<file path="config.mk">
export PLATFORM = sky130hd
export DESIGN_NAME = data_path_mc
export DESIGN_NICKNAME = d
export VERILOG_FILES = /design/src/rtl/dp_pkg.sv /design/src/rtl/reg_file_mc.sv /design/src/rtl/data_path_mc.sv
export SDC_FILE = /design/constraint.sdc
export NUM_CORES = 2
export LEC_CHECK = 0
export BUFFER_PORTS_ARGS = -buffer_cell sky130_fd_sc_hd__buf_4
export CORE_MARGIN = 2
export CORE_UTILIZATION = 60
export DETAILED_ROUTE_END_ITERATION = 10
export PLACE_DENSITY_LB_ADDON = 0.08
export REMOVE_ABC_BUFFERS = 1
export SLEW_MARGIN = 15
export SYNTH_ARGS = -nofsm -noshare
export SYNTH_HDL_FRONTEND = slang
export SYNTH_HIERARCHICAL = 1
export SYNTH_SLANG_ARGS = --single-unit
</file>
<file path="constraint.sdc">
create_clock -name CLK -period 7.7 [get_ports CLK]
set_clock_uncertainty 0.15 [all_clocks]
set_input_delay 0.385 -clock CLK [delete_from_list [all_inputs] [get_ports CLK]]
set_output_delay 0.385 -clock CLK [all_outputs]
set_load 0.05 [all_outputs]
</file>
<file path="src/rtl/dp_pkg.sv">
// Shared definitions for the multi-cycle datapath: CTRL bit layout, ALU and
// write-back encodings, memory FSM states and the stack-pointer reset value.
package dp_pkg;

  localparam int CTRL_W         = 14;
  localparam int CTRL_PC_LOAD   = 13;
  localparam int CTRL_PC_SEL    = 12;
  localparam int CTRL_IR_LOAD   = 11;
  localparam int CTRL_REG_WRITE = 10;
  localparam int CTRL_WB_SEL    = 8;   // 2-bit field, LSB position
  localparam int CTRL_ALU_SRC   = 7;
  localparam int CTRL_ALU_OP    = 3;   // 4-bit field, LSB position
  localparam int CTRL_MEM_RD    = 2;
  localparam int CTRL_MEM_WR    = 1;
  localparam int CTRL_RSVD      = 0;

  typedef enum logic [3:0] {
    ALU_ADD = 4'd0,
    ALU_SUB = 4'd1,
    ALU_AND = 4'd2,
    ALU_OR  = 4'd3,
    ALU_NOR = 4'd4,
    ALU_SLT = 4'd5,
    ALU_SLL = 4'd6,
    ALU_SRL = 4'd7,
    ALU_LUI = 4'd8
  } alu_op_e;

  typedef enum logic [1:0] {
    WB_ALU_RD  = 2'd0,
    WB_ALU_RT  = 2'd1,
    WB_MDR_RT  = 2'd2,
    WB_PC_LINK = 2'd3
  } wb_sel_e;

  typedef enum logic {
    ST_IDLE = 1'b0,
    ST_WAIT = 1'b1
  } mem_state_e;

  localparam logic [31:0] STACK_TOP = 32'h03FF_FFFF;

endpackage

</file>
<file path="src/rtl/reg_file_mc.sv">
// Register file: two combinational read ports, one synchronous write port.
// Register 0 is hard-wired to zero; the second-highest register holds the stack top at reset.
module reg_file_mc #(
  parameter int                    DATA_WIDTH = 32,
  parameter int                    REG_COUNT  = 32,
  parameter logic [DATA_WIDTH-1:0] SP_RESET   = '0
) (
  input  logic                         clk,
  input  logic                         rst_n,
  input  logic [$clog2(REG_COUNT)-1:0] ra_addr,
  input  logic [$clog2(REG_COUNT)-1:0] rb_addr,
  output logic [DATA_WIDTH-1:0]        ra_data,
  output logic [DATA_WIDTH-1:0]        rb_data,
  input  logic                         we,
  input  logic [$clog2(REG_COUNT)-1:0] wa,
  input  logic [DATA_WIDTH-1:0]        wd
);

  logic [DATA_WIDTH-1:0] regs [REG_COUNT];

  always_ff @(posedge clk or negedge rst_n) begin
    if (!rst_n) begin
      for (int i = 0; i < REG_COUNT; i++) begin
        regs[i] <= (i == REG_COUNT - 2) ? SP_RESET : '0;
      end
    end else if (we && (wa != '0)) begin
      regs[wa] <= wd;
    end
  end

  // Reads see the pre-edge contents, so a same-cycle write returns the old value.
  assign ra_data = (ra_addr == '0) ? '0 : regs[ra_addr];
  assign rb_data = (rb_addr == '0) ? '0 : regs[rb_addr];

endmodule

</file>
<file path="src/rtl/data_path_mc.sv">
// Multi-cycle CPU datapath: PC, IR, MDR, ALU_OUT, register file, ALU and a
// two-state memory handshake FSM that stalls the datapath while BUSY.
module data_path_mc
  import dp_pkg::*;
#(
  parameter int                    DATA_WIDTH = 32,
  parameter int                    ADDR_WIDTH = 26,
  parameter int                    REG_COUNT  = 32,
  parameter logic [DATA_WIDTH-1:0] RESET_PC   = DATA_WIDTH'('h0001000)
) (
  input  logic                  CLK,
  input  logic                  RST,
  input  logic [CTRL_W-1:0]     CTRL,
  input  logic [DATA_WIDTH-1:0] DATA_IN,
  input  logic                  MEM_ACK,
  output logic [DATA_WIDTH-1:0] DATA_OUT,
  output logic [ADDR_WIDTH-1:0] ADDR,
  output logic                  MEM_REQ,
  output logic                  MEM_WE,
  output logic                  BUSY,
  output logic                  ZERO,
  output logic [DATA_WIDTH-1:0] INSTRUCTION
);

  localparam int RIDX = $clog2(REG_COUNT);

  logic                   pc_load, pc_sel, ir_load, reg_write, alu_src, mem_rd, mem_wr;
  wb_sel_e                wb_sel;
  alu_op_e                alu_op;
  mem_state_e             state;
  logic                   mem_we_q;
  logic                   idle, rf_we, unused_bits;
  logic [DATA_WIDTH-1:0]  pc, ir, mdr, alu_out;
  logic [DATA_WIDTH-1:0]  imm, alu_a, alu_b, alu_res, rs_data, rt_data, rf_wdata;
  logic signed [DATA_WIDTH-1:0] alu_a_s, alu_b_s;
  logic [31:0]            ir_ext;
  logic [RIDX-1:0]        rs, rt, rd, rf_waddr;

  assign pc_load   = CTRL[CTRL_PC_LOAD];
  assign pc_sel    = CTRL[CTRL_PC_SEL];
  assign ir_load   = CTRL[CTRL_IR_LOAD];
  assign reg_write = CTRL[CTRL_REG_WRITE];
  assign wb_sel    = wb_sel_e'(CTRL[CTRL_WB_SEL +: 2]);
  assign alu_src   = CTRL[CTRL_ALU_SRC];
  assign alu_op    = alu_op_e'(CTRL[CTRL_ALU_OP +: 4]);
  assign mem_rd    = CTRL[CTRL_MEM_RD];
  assign mem_wr    = CTRL[CTRL_MEM_WR];

  // Field positions assume a 32-bit instruction word; narrower builds zero-extend IR.
  assign ir_ext = 32'(ir);
  assign rs     = ir_ext[25 -: RIDX];
  assign rt     = ir_ext[20 -: RIDX];
  assign rd     = ir_ext[15 -: RIDX];
  assign imm    = DATA_WIDTH'($signed(ir[15:0]));

  assign unused_bits = ^{CTRL[CTRL_RSVD], ir_ext};

  assign idle  = (state == ST_IDLE);
  assign rf_we = reg_write && idle;

  always_comb begin
    rf_waddr = rd;
    rf_wdata = alu_out;
    case (wb_sel)
      WB_ALU_RT:  rf_waddr = rt;
      WB_MDR_RT:  begin rf_waddr = rt; rf_wdata = mdr; end
      WB_PC_LINK: begin rf_waddr = RIDX'(REG_COUNT - 1); rf_wdata = pc; end
      default:    ;
    endcase
  end

  reg_file_mc #(
    .DATA_WIDTH (DATA_WIDTH),
    .REG_COUNT  (REG_COUNT),
    .SP_RESET   (DATA_WIDTH'(STACK_TOP))
  ) u_rf (
    .clk     (CLK),
    .rst_n   (RST),
    .ra_addr (rs),
    .rb_addr (rt),
    .ra_data (rs_data),
    .rb_data (rt_data),
    .we      (rf_we),
    .wa      (rf_waddr),
    .wd      (rf_wdata)
  );

  assign alu_a   = rs_data;
  assign alu_b   = alu_src ? imm : rt_data;
  assign alu_a_s = alu_a;
  assign alu_b_s = alu_b;

  always_comb begin
    alu_res = '0;
    case (alu_op)
      ALU_ADD: alu_res = alu_a + alu_b;
      ALU_SUB: alu_res = alu_a - alu_b;
      ALU_AND: alu_res = alu_a & alu_b;
      ALU_OR:  alu_res = alu_a | alu_b;
      ALU_NOR: alu_res = ~(alu_a | alu_b);
      ALU_SLT: alu_res = {{(DATA_WIDTH-1){1'b0}}, (alu_a_s < alu_b_s)};
      ALU_SLL: alu_res = alu_a << alu_b[4:0];
      ALU_SRL: alu_res = alu_a >> alu_b[4:0];
      ALU_LUI: alu_res = imm << 16;
      default: alu_res = '0;
    endcase
  end

  // Memory handshake FSM; CTRL is held stable by the control unit while in WAIT.
  always_ff @(posedge CLK or negedge RST) begin
    if (!RST) begin
      state    <= ST_IDLE;
      mem_we_q <= 1'b0;
    end else begin
      case (state)
        ST_IDLE: if (ir_load || mem_rd || mem_wr) begin
          state    <= ST_WAIT;
          mem_we_q <= mem_wr;
        end
        ST_WAIT: if (MEM_ACK) begin
          state    <= ST_IDLE;
          mem_we_q <= 1'b0;
        end
        default: state <= ST_IDLE;
      endcase
    end
  end

  // Architectural registers freeze while BUSY, which keeps ADDR and DATA_OUT stable.
  always_ff @(posedge CLK or negedge RST) begin
    if (!RST) begin
      pc      <= RESET_PC;
      ir      <= '0;
      mdr     <= '0;
      alu_out <= '0;
    end else if (idle) begin
      alu_out <= alu_res;
      if (pc_load) pc <= pc_sel ? alu_out : pc + DATA_WIDTH'(1);
    end else if (MEM_ACK) begin
      if (ir_load)           ir  <= DATA_IN;
      if (mem_rd && !mem_wr) mdr <= DATA_IN;
    end
  end

  assign ADDR        = ir_load ? pc[ADDR_WIDTH-1:0] : alu_out[ADDR_WIDTH-1:0];
  assign DATA_OUT    = rt_data;
  assign MEM_REQ     = (state == ST_WAIT);
  assign BUSY        = (state == ST_WAIT);
  assign MEM_WE      = mem_we_q;
  assign ZERO        = (alu_out == '0);
  assign INSTRUCTION = ir;

endmodule

</file>
==> impl_results.md <==
* EDFF count, synth at 0
* Die W at 345 um
* Grt ovf at 0
* WL/cell at 36.5 um
* Final Util at 0.675
* Worst Hold Class: in -> async
* Num rows at 124
* First-pass DRT Iterations at 8
* Critical path data required time at 8190 ps
* Detailed placement HPWL at 175000 um
* RePlAce Congestion at 1.05
* I/O pins at 143
* Root buffer cell: clkbuf_16
* DP Cell Count at 6939
* Post-layout nets at 5748
* # DRC at 0
* TNS Setup at 0 ps
* DR vias/cell at 7.40
* Final Non-Filler Cells at 7224
* Vias at 53466
* # setup viols final at 0
* PD cells at 324 mW/mm^2
* Total track usage at 0.444
* Flops & latches, synth at 1154
* Mapped Area at 0.0696 mm^2
* Fmax at 140 MHz
* Layout cell share with drive strength beyond 1 at 0.406
* Clock Sinks at 1154
* H-tree depth at 4
* Main flop type after synthesis: dfrtp_1
* Yosys cell types at 86
* Final Max Slew Viols at 0
* Worst Setup Slack, final at 581 ps
* Largest net degree at the start of global routing at 165
* Worst skew pair latency at 770 ps
* Post-synthesis average cell area at 12.4 um^2
* Fin. Hold Viols at 0
* Sequential share of the synthesized area at 0.415
* Num CTS Buffers at 130
* Max cap viols at 0
* Total power at 0.0251 W
* CTS tree: yes
* Post-synthesis async set-or-reset flop share at 1.00
* Area grow syn2layout at 11.2%
* Antenna violations before repair at 17
* Core area at 0.115 mm^2
* Fin crit period at 7120 ps
* RSZ-0062 raised after global routing: false
* CP Capture Type: register
* Final ANT Viol Nets at 0
* Port Buffers at 141
* CP max FO at 33
* Status: complete, no violations
* Clock Tree Buf Depth at 3
* Dpl ws at 925 ps
* Die ar. at 0.119 mm^2
* Post-Synthesis Cells at 5610
* CP Data Arrival Time at 7610 ps
* Kind of critical path: reg -> reg
* Die height at 345 um
* Starting Density at 0.607
* Global-route wire length before repair at 375000 um
* Max IR drop VDD at 0.237 mV
* Post-route clock period utilization at 0.925
* Critical path startpoint category: register
* Clock transition at path regs at 60 ps
* Leakage Power at 34.9 nW
* Worst-margin pin slew at 1260 ps
* Number of global-route vias before repair at 51949
* Max_slew headroom at 0.156
* Iteration-0 DRC Markers at 6834
* WL final at 264000 um
* Warnings from Yosys at 6
## worst paths after layout
kind | start | slack [ps] | to | depth (start not counted)
max in group asynchronous | RST | 5390 | u_rf/regs[711] | 4
setup reg to reg | INSTRUCTION[16] | 580 | alu_out[28] | 20
hold reg to reg | u_rf/regs[998] | 250 | u_rf/regs[998] | 0
min in group CLK | CTRL[12] | 80 | pc[31] | 2
hold / removal | RST | 5 | u_rf/regs[713] | 2
setup / recovery | INSTRUCTION[16] | 580 | alu_out[28] | 20
## routing by layer
metal,track usage,part of all wire,up-vias
met5,0.00441,0.00061,-
met4,0.264,0.069,14
met3,0.142,0.12,832
met2,0.630,0.43,3428
met1,0.601,0.38,27786
li1,-,-,21406
## power breakdown
group          switching, W  internal, W
Clock               0.00270      0.00376
Combinational       0.00650      0.00395
Sequential          0.00112      0.00709
## Yosys cell counts, drive strengths merged, types with 12 or more instances
| cell | number | area [um^2] |
|---|---|---|
| a211oi | 84 | 631 |
| a21oi | 167 | 840 |
| a221o | 13 | 130 |
| a221oi | 70 | 613 |
| a22oi | 107 | 803 |
| a311oi | 67 | 587 |
| a31oi | 32 | 200 |
| and2 | 13 | 81.3 |
| and3 | 23 | 144 |
| buf | 258 | 1330 |
| clkbuf | 323 | 1220 |
| dfrtp | 1127 | 28200 |
| dfstp | 27 | 709 |
| ha | 101 | 1260 |
| inv | 104 | 395 |
| mux2 | 1147 | 12900 |
| mux2i | 269 | 2720 |
| mux4 | 457 | 10300 |
| nand2 | 271 | 1020 |
| nand3 | 33 | 165 |
| nand4 | 16 | 100 |
| nor2 | 208 | 781 |
| nor2b | 86 | 538 |
| nor3 | 45 | 225 |
| nor4 | 23 | 150 |
| o2111ai | 30 | 263 |
| o211ai | 12 | 90.1 |
| o21ai | 271 | 1360 |
| o22ai | 23 | 144 |
| o31ai | 15 | 113 |
| xnor2 | 12 | 105 |
## layout make-up
| type | instances | area, um^2 |
|---|---|---|
| Clock inverter | 46 | 632 |
| Antenna cell | 9 | 22.5 |
| Multi-Input combinational cell | 3769 | 38100 |
| Timing Repair Buffer | 435 | 3630 |
| Clock buffer | 193 | 3790 |
| Sequential cell | 1154 | 28900 |
| Inverter | 106 | 405 |
| Tap cell | 1512 | 1890 |
| Fill cell | 8451 | 37200 |
## placed cells by master, fill, tap and decap left out, types with 16 or more instances in the layout
master,count
clkbuf_1,35
clkbuf_8,26
a22oi_1,107
o22ai_1,23
and3_1,21
buf_12,21
o21ai_0,263
clkinv_2,22
nor2_1,193
buf_4,376
mux2i_1,264
a31oi_1,32
nor2b_1,82
dfrtp_1,1116
clkbuf_16,132
nor4_1,21
o2111ai_1,30
a211oi_1,84
nor3_1,44
a21oi_1,165
nand4_1,16
a221oi_1,70
mux2_2,1127
dlygate4sd3_1,37
a311oi_1,54
mux4_2,457
inv_1,99
nand2_1,258
mux2_1,20
nand3_1,31
dfstp_2,27
ha_1,99
## sequential cells by signal, summed over array words and instances (netlist names)
signal       count
BUSY             1
INSTRUCTION     32
MEM_WE           1
alu_out         32
mdr             32
pc              32
u_rf/regs     1024
## kinds of logic (layout without fill, tap and decap cells)
logic type / count (synthesis) / in the layout / share of synthesized area
AOI/OAI and AO/OA: 1001 / 1001 / 0.0969
xor gates and xnor gates: 15 / 15 / 0.00189
adders and majority gates: 103 / 103 / 0.0187
buffers and inverters: 687 / 780 / 0.0424
DFF: 1154 / 1154 / 0.415
muxes: 1873 / 1873 / 0.372
other: 0 / 9 / 0
and+or+nand+nor: 777 / 777 / 0.0523
## repair_timing
item	CTS	global route
resized for setup	0	0
endpoints found under the setup margin	0	0
hold buffers	37	0
endpoints found under the hold margin	130	0
buffers inserted	0	0
## critical path, cell delays in order (launching register included)
cell,delay (ps)
dfrtp_4,990
clkinv_2,650
nor2_1,320
buf_4,330
a22oi_1,130
a311oi_1,590
buf_4,240
mux2i_4,70
inv_2,80
buf_4,430
ha_1,290
fa_1,240
nor2_1,80
o21ai_0,380
a21oi_1,170
o21ai_0,590
a21oi_1,300
a21oi_1,360
nand2b_1,150
a21oi_1,70
or3_1,360
## metrics by stage
stage	instance area, um^2	hold WS (ps)
5_1_grt	77400	60.5
2_1_floorplan	67100	-60.6
3_5_place_dp	72600	234
3_3_place_gp	72600	226
6_report	77400	4.71
4_1_cts	77400	36.1
Power figures use the tool's default switching activity.
